[config.mk]
export PLATFORM = sky130hd
export DESIGN_NAME = tcm_enc_4d8psk_r2_flat
export DESIGN_NICKNAME = d
export VERILOG_FILES = /design/src/rtl/tcm_enc_4d8psk_r2_if.sv /design/src/rtl/tcm_enc_4d8psk_r2.sv /design/src/flat_wrapper.sv
export SDC_FILE = /design/constraint.sdc
export NUM_CORES = 1
export LEC_CHECK = 0
export ABC_AREA = 1
export CAP_MARGIN = 20
export CORE_ASPECT_RATIO = 0.5
export CORE_MARGIN = 2
export CORE_UTILIZATION = 52
export DETAILED_ROUTE_END_ITERATION = 10
export PLACE_DENSITY = 0.78
export SLEW_MARGIN = 20
export SYNTH_ARGS = -nofsm -noshare
export SYNTH_HDL_FRONTEND = slang
export SYNTH_SLANG_ARGS = --single-unit
[constraint.sdc]
create_clock -name iclk -period 2.1 [get_ports iclk]
set_clock_uncertainty 0.2 [all_clocks]
set_input_delay 0.42 -clock iclk [delete_from_list [all_inputs] [get_ports iclk]]
set_output_delay 0.42 -clock iclk [all_outputs]
set_load 0.01 [all_outputs]
[src/rtl/tcm_enc_4d8psk_r2_if.sv]
// Stream bundle for the 4D-8PSK rate-8/9 TCM encoder: symbol input
// handshake plus the encoded output stream.
interface tcm_enc_4d8psk_r2_if #(
   parameter int pCNT_W = 16
);
   logic              ival;
   logic              isop;
   logic              ieop;
   logic [7:0]        idat;
   logic              oval;
   logic              osop;
   logic              oeop;
   logic              oerr;
   logic [11:0]       osym;
   logic [pCNT_W-1:0] ocnt;

   modport master (
      output ival, isop, ieop, idat,
      input  oval, osop, oeop, oerr, osym, ocnt
   );

   modport slave (
      input  ival, isop, ieop, idat,
      output oval, osop, oeop, oerr, osym, ocnt
   );
endinterface

[src/rtl/tcm_enc_4d8psk_r2.sv]
// 4D-8PSK trellis-coded modulation encoder, 64-state systematic feedback
// code. Each enabled clock accepts one 4D symbol (8 info bits), adds the
// parity bit x0 from the encoder state and maps to four 8PSK phases.
// Two register stages: coded bits, then phase mapping / frame counter.
module tcm_enc_4d8psk_r2 #(
   parameter int         pCNT_W = 16,
   parameter logic [5:0] pC0    = 6'h21,
   parameter logic [5:0] pC1    = 6'h0E,
   parameter logic [5:0] pC2    = 6'h16,
   parameter logic [5:0] pC3    = 6'h0A
) (
   input  logic               iclk,
   input  logic               ireset,
   input  logic               iclkena,
   tcm_enc_4d8psk_r2_if.slave bus
);

   typedef enum logic {IDLE = 1'b0, FRAME = 1'b1} state_t;

   // Phase addition wraps naturally in 3 bits (mod 8).
   function automatic logic [2:0] add_mod8(input logic [2:0] a, input logic [2:0] b);
      return a + b;
   endfunction

   // Frame symbol counter sticks at all-ones rather than wrapping.
   function automatic logic [pCNT_W-1:0] sat_inc(input logic [pCNT_W-1:0] v);
      if (&v) return v;
      return v + {{(pCNT_W-1){1'b0}}, 1'b1};
   endfunction

   state_t            fsm_q, fsm_d;
   logic [5:0]        s_q, s_d, s_use;
   logic              x0;
   logic              err_d;

   logic              vld_p1_q;
   logic [3:0]        x_p1_q;
   logic [4:0]        u_p1_q;
   logic              sop_p1_q, eop_p1_q, err_p1_q;

   logic              oval_q, osop_q, oeop_q, oerr_q;
   logic [11:0]       osym_q, osym_d;
   logic [pCNT_W-1:0] ocnt_q, ocnt_d;

   logic [2:0]        y0, y1, y2, y3;

   // Encoder next state and framing decisions for the symbol at the input.
   always_comb begin
      s_use = (bus.ival && bus.isop) ? 6'd0 : s_q;
      x0    = s_use[0];
      s_d   = {1'b0, s_use[5:1]};
      if (x0)          s_d = s_d ^ pC0;
      if (bus.idat[0]) s_d = s_d ^ pC1;
      if (bus.idat[1]) s_d = s_d ^ pC2;
      if (bus.idat[2]) s_d = s_d ^ pC3;
      fsm_d = fsm_q;
      err_d = 1'b0;
      if (bus.isop) begin
         err_d = (fsm_q == FRAME);
         fsm_d = bus.ieop ? IDLE : FRAME;
      end else begin
         err_d = (fsm_q == IDLE);
         if (bus.ieop) fsm_d = IDLE;
      end
   end

   // Encoder state and frame FSM advance only on accepted symbols.
   always_ff @(posedge iclk) begin
      if (!ireset) begin
         s_q   <= 6'd0;
         fsm_q <= IDLE;
      end else if (iclkena && bus.ival) begin
         s_q   <= s_d;
         fsm_q <= fsm_d;
      end
   end

   // Stage 1: coded bits x0..x3, uncoded bits u0..u4 and frame flags.
   always_ff @(posedge iclk) begin
      if (!ireset) begin
         vld_p1_q <= 1'b0;
         x_p1_q   <= 4'd0;
         u_p1_q   <= 5'd0;
         sop_p1_q <= 1'b0;
         eop_p1_q <= 1'b0;
         err_p1_q <= 1'b0;
      end else if (iclkena) begin
         vld_p1_q <= bus.ival;
         x_p1_q   <= {bus.idat[2:0], x0};
         u_p1_q   <= bus.idat[7:3];
         sop_p1_q <= bus.isop;
         eop_p1_q <= bus.ieop;
         err_p1_q <= err_d;
      end
   end

   // 8PSK mapping: y0 carries x0/x1/u0, the other phases are offsets from y0.
   always_comb begin
      y0     = {u_p1_q[0], x_p1_q[1], x_p1_q[0]};
      y1     = add_mod8(y0, {u_p1_q[1], x_p1_q[2], 1'b0});
      y2     = add_mod8(y0, {u_p1_q[2], x_p1_q[3], 1'b0});
      y3     = add_mod8(y0, {u_p1_q[3], u_p1_q[4], 1'b0});
      osym_d = {y3, y2, y1, y0};
      ocnt_d = sop_p1_q ? '0 : sat_inc(ocnt_q);
   end

   // Stage 2: output register; flags are gated by valid so none stray alone.
   always_ff @(posedge iclk) begin
      if (!ireset) begin
         oval_q <= 1'b0;
         osop_q <= 1'b0;
         oeop_q <= 1'b0;
         oerr_q <= 1'b0;
         osym_q <= 12'd0;
         ocnt_q <= '0;
      end else if (iclkena) begin
         oval_q <= vld_p1_q;
         osop_q <= vld_p1_q & sop_p1_q;
         oeop_q <= vld_p1_q & eop_p1_q;
         oerr_q <= vld_p1_q & err_p1_q;
         if (vld_p1_q) begin
            osym_q <= osym_d;
            ocnt_q <= ocnt_d;
         end
      end
   end

   assign bus.oval = oval_q;
   assign bus.osop = osop_q;
   assign bus.oeop = oeop_q;
   assign bus.oerr = oerr_q;
   assign bus.osym = osym_q;
   assign bus.ocnt = ocnt_q;

endmodule

[src/flat_wrapper.sv]
// flat-port wrapper written by rule: the top's interface ports become plain ports
module tcm_enc_4d8psk_r2_flat 
#(
   parameter int         pCNT_W = 16,
   parameter logic [5:0] pC0    = 6'h21,
   parameter logic [5:0] pC1    = 6'h0E,
   parameter logic [5:0] pC2    = 6'h16,
   parameter logic [5:0] pC3    = 6'h0A
)
  (iclk, ireset, iclkena, bus_ival, bus_isop, bus_ieop, bus_idat, bus_oval, bus_osop, bus_oeop, bus_oerr, bus_osym, bus_ocnt);
  tcm_enc_4d8psk_r2_if #(.pCNT_W(pCNT_W)) bus_i ();
  input  logic iclk;
  input  logic ireset;
  input  logic iclkena;
  input wire logic [$bits(bus_i.ival)-1:0] bus_ival;
  input wire logic [$bits(bus_i.isop)-1:0] bus_isop;
  input wire logic [$bits(bus_i.ieop)-1:0] bus_ieop;
  input wire logic [$bits(bus_i.idat)-1:0] bus_idat;
  output wire logic [$bits(bus_i.oval)-1:0] bus_oval;
  output wire logic [$bits(bus_i.osop)-1:0] bus_osop;
  output wire logic [$bits(bus_i.oeop)-1:0] bus_oeop;
  output wire logic [$bits(bus_i.oerr)-1:0] bus_oerr;
  output wire logic [$bits(bus_i.osym)-1:0] bus_osym;
  output wire logic [$bits(bus_i.ocnt)-1:0] bus_ocnt;
  assign bus_i.ival = bus_ival;
  assign bus_i.isop = bus_isop;
  assign bus_i.ieop = bus_ieop;
  assign bus_i.idat = bus_idat;
  assign bus_oval = bus_i.oval;
  assign bus_osop = bus_i.osop;
  assign bus_oeop = bus_i.oeop;
  assign bus_oerr = bus_i.oerr;
  assign bus_osym = bus_i.osym;
  assign bus_ocnt = bus_i.ocnt;
  tcm_enc_4d8psk_r2 #(.pCNT_W(pCNT_W), .pC0(pC0), .pC1(pC1), .pC2(pC2), .pC3(pC3)) u_core (.iclk(iclk), .ireset(ireset), .iclkena(iclkena), .bus(bus_i));
endmodule
Word level (Yosys, flattened, before mapping)

Index checks and enable logic that the tools add are counted.

$add $sub $neg: 4
Equal/unequal tests: 1
Mux-type cells: 12
Bitwise operators: 8
Reductions and logical operators: 7

Operator list:

| kind                                                                     | count |
|---|---|
| 16-bit two-way mux                                                       | 2 |
| 16-bit by 1-bit adder with 16-bit output (second input constant)         | 1 |
| 16-bit AND reduction                                                     | 1 |
| 6-bit two-way mux                                                        | 2 |
| 3-bit adder                                                              | 3 |
| 4-bit two-way mux                                                        | 2 |
| 3-bit NOT                                                                | 2 |
| 1-bit two-way mux                                                        | 5 |
| 5-bit two-way mux                                                        | 1 |
| 2-bit AND reduction                                                      | 2 |
| 1-bit bitwise AND                                                        | 3 |
| 3-bit by 2-bit inequality test with 1-bit output (second input constant) | 1 |
| 3-bit AND reduction                                                      | 1 |
| 1-bit logical AND                                                        | 2 |
| 1-bit NOT with 2-bit output                                              | 1 |
| 2-bit NOT                                                                | 1 |
| 2-bit nonzero test                                                       | 1 |
| 1-bit NOT                                                                | 1 |

Register bits after elaboration: 52
Input port bits: 14
Output and inout port bits: 32
Word-level logic and storage cells: 46

Longest topological paths before layout

Word-level depth: 10
Gate-level depth with buffers: 10
Mapped depth without buffers: 9

Worst setup path before layout

OpenSTA, ideal clock, no wires.

Kind: register -> register
Start: reg u_core.ocnt_q[1], in the netlist u_core.bus.ocnt[1]
End: reg u_core.ocnt_q[8], in the netlist u_core.bus.ocnt[8]
Setup time: 0.069 ns
Arrival: 1.420 ns
Required time: 1.831 ns
Setup slack: 0.411 ns
Stages on the path, launching flop included: 9
Buffers on the path: 1
Period minus slack after synthesis: 1.689 ns
Cells stage by stage: dfxtp_1 -> ha_1 -> nand2_2 -> nor2_8 -> nand4_4 -> nand2_4 -> buf_6 -> nand2_1 -> a21oi_2

Cells in the longest elaborated chain, start to end: 4
Elaborated cells on any way between the ends: 7
Classes of those cells: add/sub: 1; eq/ne: 1; mux: 3; reduce/logical: 2

Ends and longest elaborated chain:

| what                                                                             | RTL line                 | source |
|---|---|---|
| start, declared                                                                  | tcm_enc_4d8psk_r2.sv:43  | `logic [pCNT_W-1:0] ocnt_q, ocnt_d;` |
| start signal, assigned                                                           | tcm_enc_4d8psk_r2.sv:123 | `ocnt_q <= ocnt_d;` |
| branches (longest 4 deep; another with 16-bit by 1-bit adder with 16-bit output) | --                       |  |

Parallel ways; which one is timed is not known. The select of a mux whose other input is x is not followed.
A chain may end at the register's enable or synchronous reset.

Worst setup path in the final report

Start: reg u_core.ocnt_q[8], in the netlist u_core.bus.ocnt[8]
End: out bus_ocnt[8]

RTL lines:

| what          | RTL line           | source |
|---|---|---|
| end, declared | flat_wrapper.sv:24 | `output wire logic [$bits(bus_i.ocnt)-1:0] bus_ocnt;` |

No word-level cell between the ends.

==> metrics.yaml <==
outcome:
  outcome: "finished clean"
timing:
  finalCriticalPeriod_ps: 1960
  worst_pin_slew_ps: 554
  finalSetupViolCount: 0
  hold_viol: 0
  maxSlewViolCount: 0
  rsz0062_at_grt: "no"
  setup_ws_ps: 136
  relSlewSlack_pct: 63.1
  fmax_ghz: 0.509
  timing.final.crit_share_pct: 93.5
  fin_tns_setup_ps: 0
drt:
  drtIter0Drc: 66
  wl_um: 5590
  ant_nets: 0
  drc: 0
  wl_per_cell_um: 12.5
  avgViaCountPerCell: 5.15
  first_pass_iters: 4
  vias: 2299
synth:
  syn-num-nets: 360
  synth_ff_type: "dfxtp_1"
  postSynthCellCount: 342
  synth_top_family_by_area: "simple AND/OR/NAND/NOR gates"
  ys_seq_elements: 49
  yosys_warnings: 0
  synth.mux.area_fraction_pct: 0
  yosys.area_share.simple_pct: 29.9
  synth_cell_type_count: 34
  synth.avg_cell_area_sq_um: 7.15
  synth_compound_area_share_pct: 13.2
  async_reset_ff_share_pct: 0
  synth-xor-area-share_pct: 5.38
  synth_area_sq_um: 2440
  synth_edf_count: 0
  yosys.area_share.adder_pct: 2.05
  synth.yosys.seq_area_share_pct: 40.1
job:
  maxCapViolations: 0
critical_path:
  cp_max_fo: 7
  startpoint_type: "flip-flop"
  cp_slowest_cell: "clkdlybuf4s50_1"
  slowest_delay_ps: 580
  crit_start: "u_core.bus.ocnt[8]"
  cp_top_family: "buffers and inverters"
  r2r_cells: 8
  cp_cell_sequence: "clkdlybuf4s50_1"
  path_class: "flip-flop to output pin"
  critPathCaptureType: "output pin"
  worst-path-buf-inv: 1
  critPathRequiredTime_ps: 1480
  cp_num_cells: 1
  reg2reg_from: "u_core.sop_p1_q"
  cp_data_arrival_time_ps: 1340
power:
  p_per_area_nw_per_um2: 616
  power_leakage_nw: 1.25
  p_total_w: 0.00189
  vdd_ir_drop_max_uv: 382
cts:
  holdBufCountCts: 0
  clkLatencyLatePin_ps: 310
  tritoncts: "yes"
  cts_setup_buffers: 0
  clkTransAtPathRegs_ps: 90
  clock_sinks: 49
  cts_resized: 0
  clock_path_buffers: 2
  cts_max_level: 2
  cts_root_buf: "clkbuf_8"
  cts_buffers: 5
layout:
  num_antenna_cells: 0
  final_area_sq_um: 3070
  nets: 406
  drive_gt1_share_pct: 9.00
  areaGrowthSynthToFinish_pct: 25.6
  nFillCells: 375
floorplan:
  initial_core_util_pct: 54.7
  ioPinCount: 46
  rows: 17
  core_area_sq_um: 4470
  die_area_sq_um: 5300
  die_x_um: 101
  die_h_um: 52.5
global_routing:
  overflow: 0
  antenna_found_initial: 0
  grt_pass1_wl_um: 9500
  grt_pass1_vias: 2156
  grt_max_degree: 22
  grt_usage_pct: 23.1
min_path:
  hold_path_class: "flip-flop to flip-flop"
  min_from: "u_core.eop_p1_q"
  holdPathStages: 2
placement:
  preCtsSetupSlack_ps: 36.9
  place_area_sq_um: 2950
  post-dp-hpwl_um: 4050
  io_buffer_count: 45
  gp_congestion: 0.869
## registers in the layout, summed over array words and instances (netlist names), 4 cells and up
register         flops
u_core.bus.ocnt     16
u_core.bus.osym      9
u_core.x_p1_q        4
u_core.u_p1_q        5
u_core.s_q           6
## cells by family after synthesis
| family | after synthesis |
|---|---|
| buf+inv | 52 |
| xor+xnor | 15 |
| compound gates | 58 |
| flops | 49 |
| simple gates | 164 |
| fa+ha+maj | 4 |
## layout by cell type, fill, tap and decap left out, types with 8 or more instances in the layout
| cell type | netlist | layout |
|---|---|---|
| a21oi_1 | 19 | 19 |
| buf_4 | 3 | 10 |
| clkdlybuf4s50_1 | 0 | 45 |
| dfxtp_1 | 49 | 49 |
| inv_1 | 33 | 33 |
| nand2_1 | 76 | 76 |
| nand3_1 | 16 | 16 |
| nor2_1 | 53 | 53 |
| o21ai_0 | 26 | 26 |
| xor2_1 | 8 | 8 |
## where the power goes
part | total, W | leakage [nW] | internal (W) | switching [W]
combinational | 0.000203 | 0.795 | 0.0000933 | 0.000110
clock | 0.000703 | 0.0585 | 0.000388 | 0.000315
sequential | 0.000984 | 0.400 | 0.000961 | 0.0000225
## final timing paths
| check | slack (ps) | to |
|---|---|---|
| max | 140 | bus_ocnt[8] |
| min | 270 | u_core.bus.oeop |
| max reg2reg | 190 | u_core.bus.ocnt[11] |
| min reg2reg | 270 | u_core.bus.oeop |
## Yosys cell counts, types with 3 or more instances
master / count / area share (%)
ha_1: 4 / 2.0
nand2_1: 76 / 12
nor2_1: 53 / 8.1
a21oi_2: 5 / 1.8
o21ai_0: 26 / 5.3
nand4_1: 5 / 1.3
a21oi_1: 19 / 3.9
nand2_2: 3 / 0.77
dfxtp_1: 49 / 40
inv_1: 33 / 5.1
buf_4: 3 / 0.92
xnor2_1: 7 / 2.5
xor2_1: 8 / 2.9
o21ai_1: 3 / 0.61
nand3_1: 16 / 3.3
clkbuf_1: 8 / 1.2
## through the flow
stage,instances,util (%),hold WS (ps)
floorplan,342,-,230
global placement,438,66.1,248
detailed placement,438,66.1,255
CTS,446,68.7,267
global route,446,68.7,294
finish,446,68.7,265
## final cells by class
type,count,area (sq um),area share [%]
clock buffer,7,86.3,2.81
clock inverter,1,30.0,0.979
inverter,36,140,4.57
multi-input combinational,241,1230,40.2
sequential,49,981,32.0
tap,57,71.3,2.32
timing repair buffer,55,526,17.1
## layer usage
| metal | vias to the layer above | global-route usage [%] | wire, um |
|---|---|---|---|
| met5 | - | 0 | 0 |
| met4 | 0 | 6.76 | 44 |
| met3 | 7 | 4.67 | 312 |
| met2 | 56 | 41.3 | 2670 |
| met1 | 1064 | 28.8 | 2550 |
| li1 | 1172 | - | - |
## worst reg2reg max path, cell delays in order, from the launching register on
cell,delay [ps]
dfxtp_1,580
clkinv_4,170
nand2_2,110
nor2_4,50
inv_2,50
nor2_1,50
nor2_2,350
nand2_1,150
a21oi_2,130
Note: power is estimated with default switching activity, not from simulation.
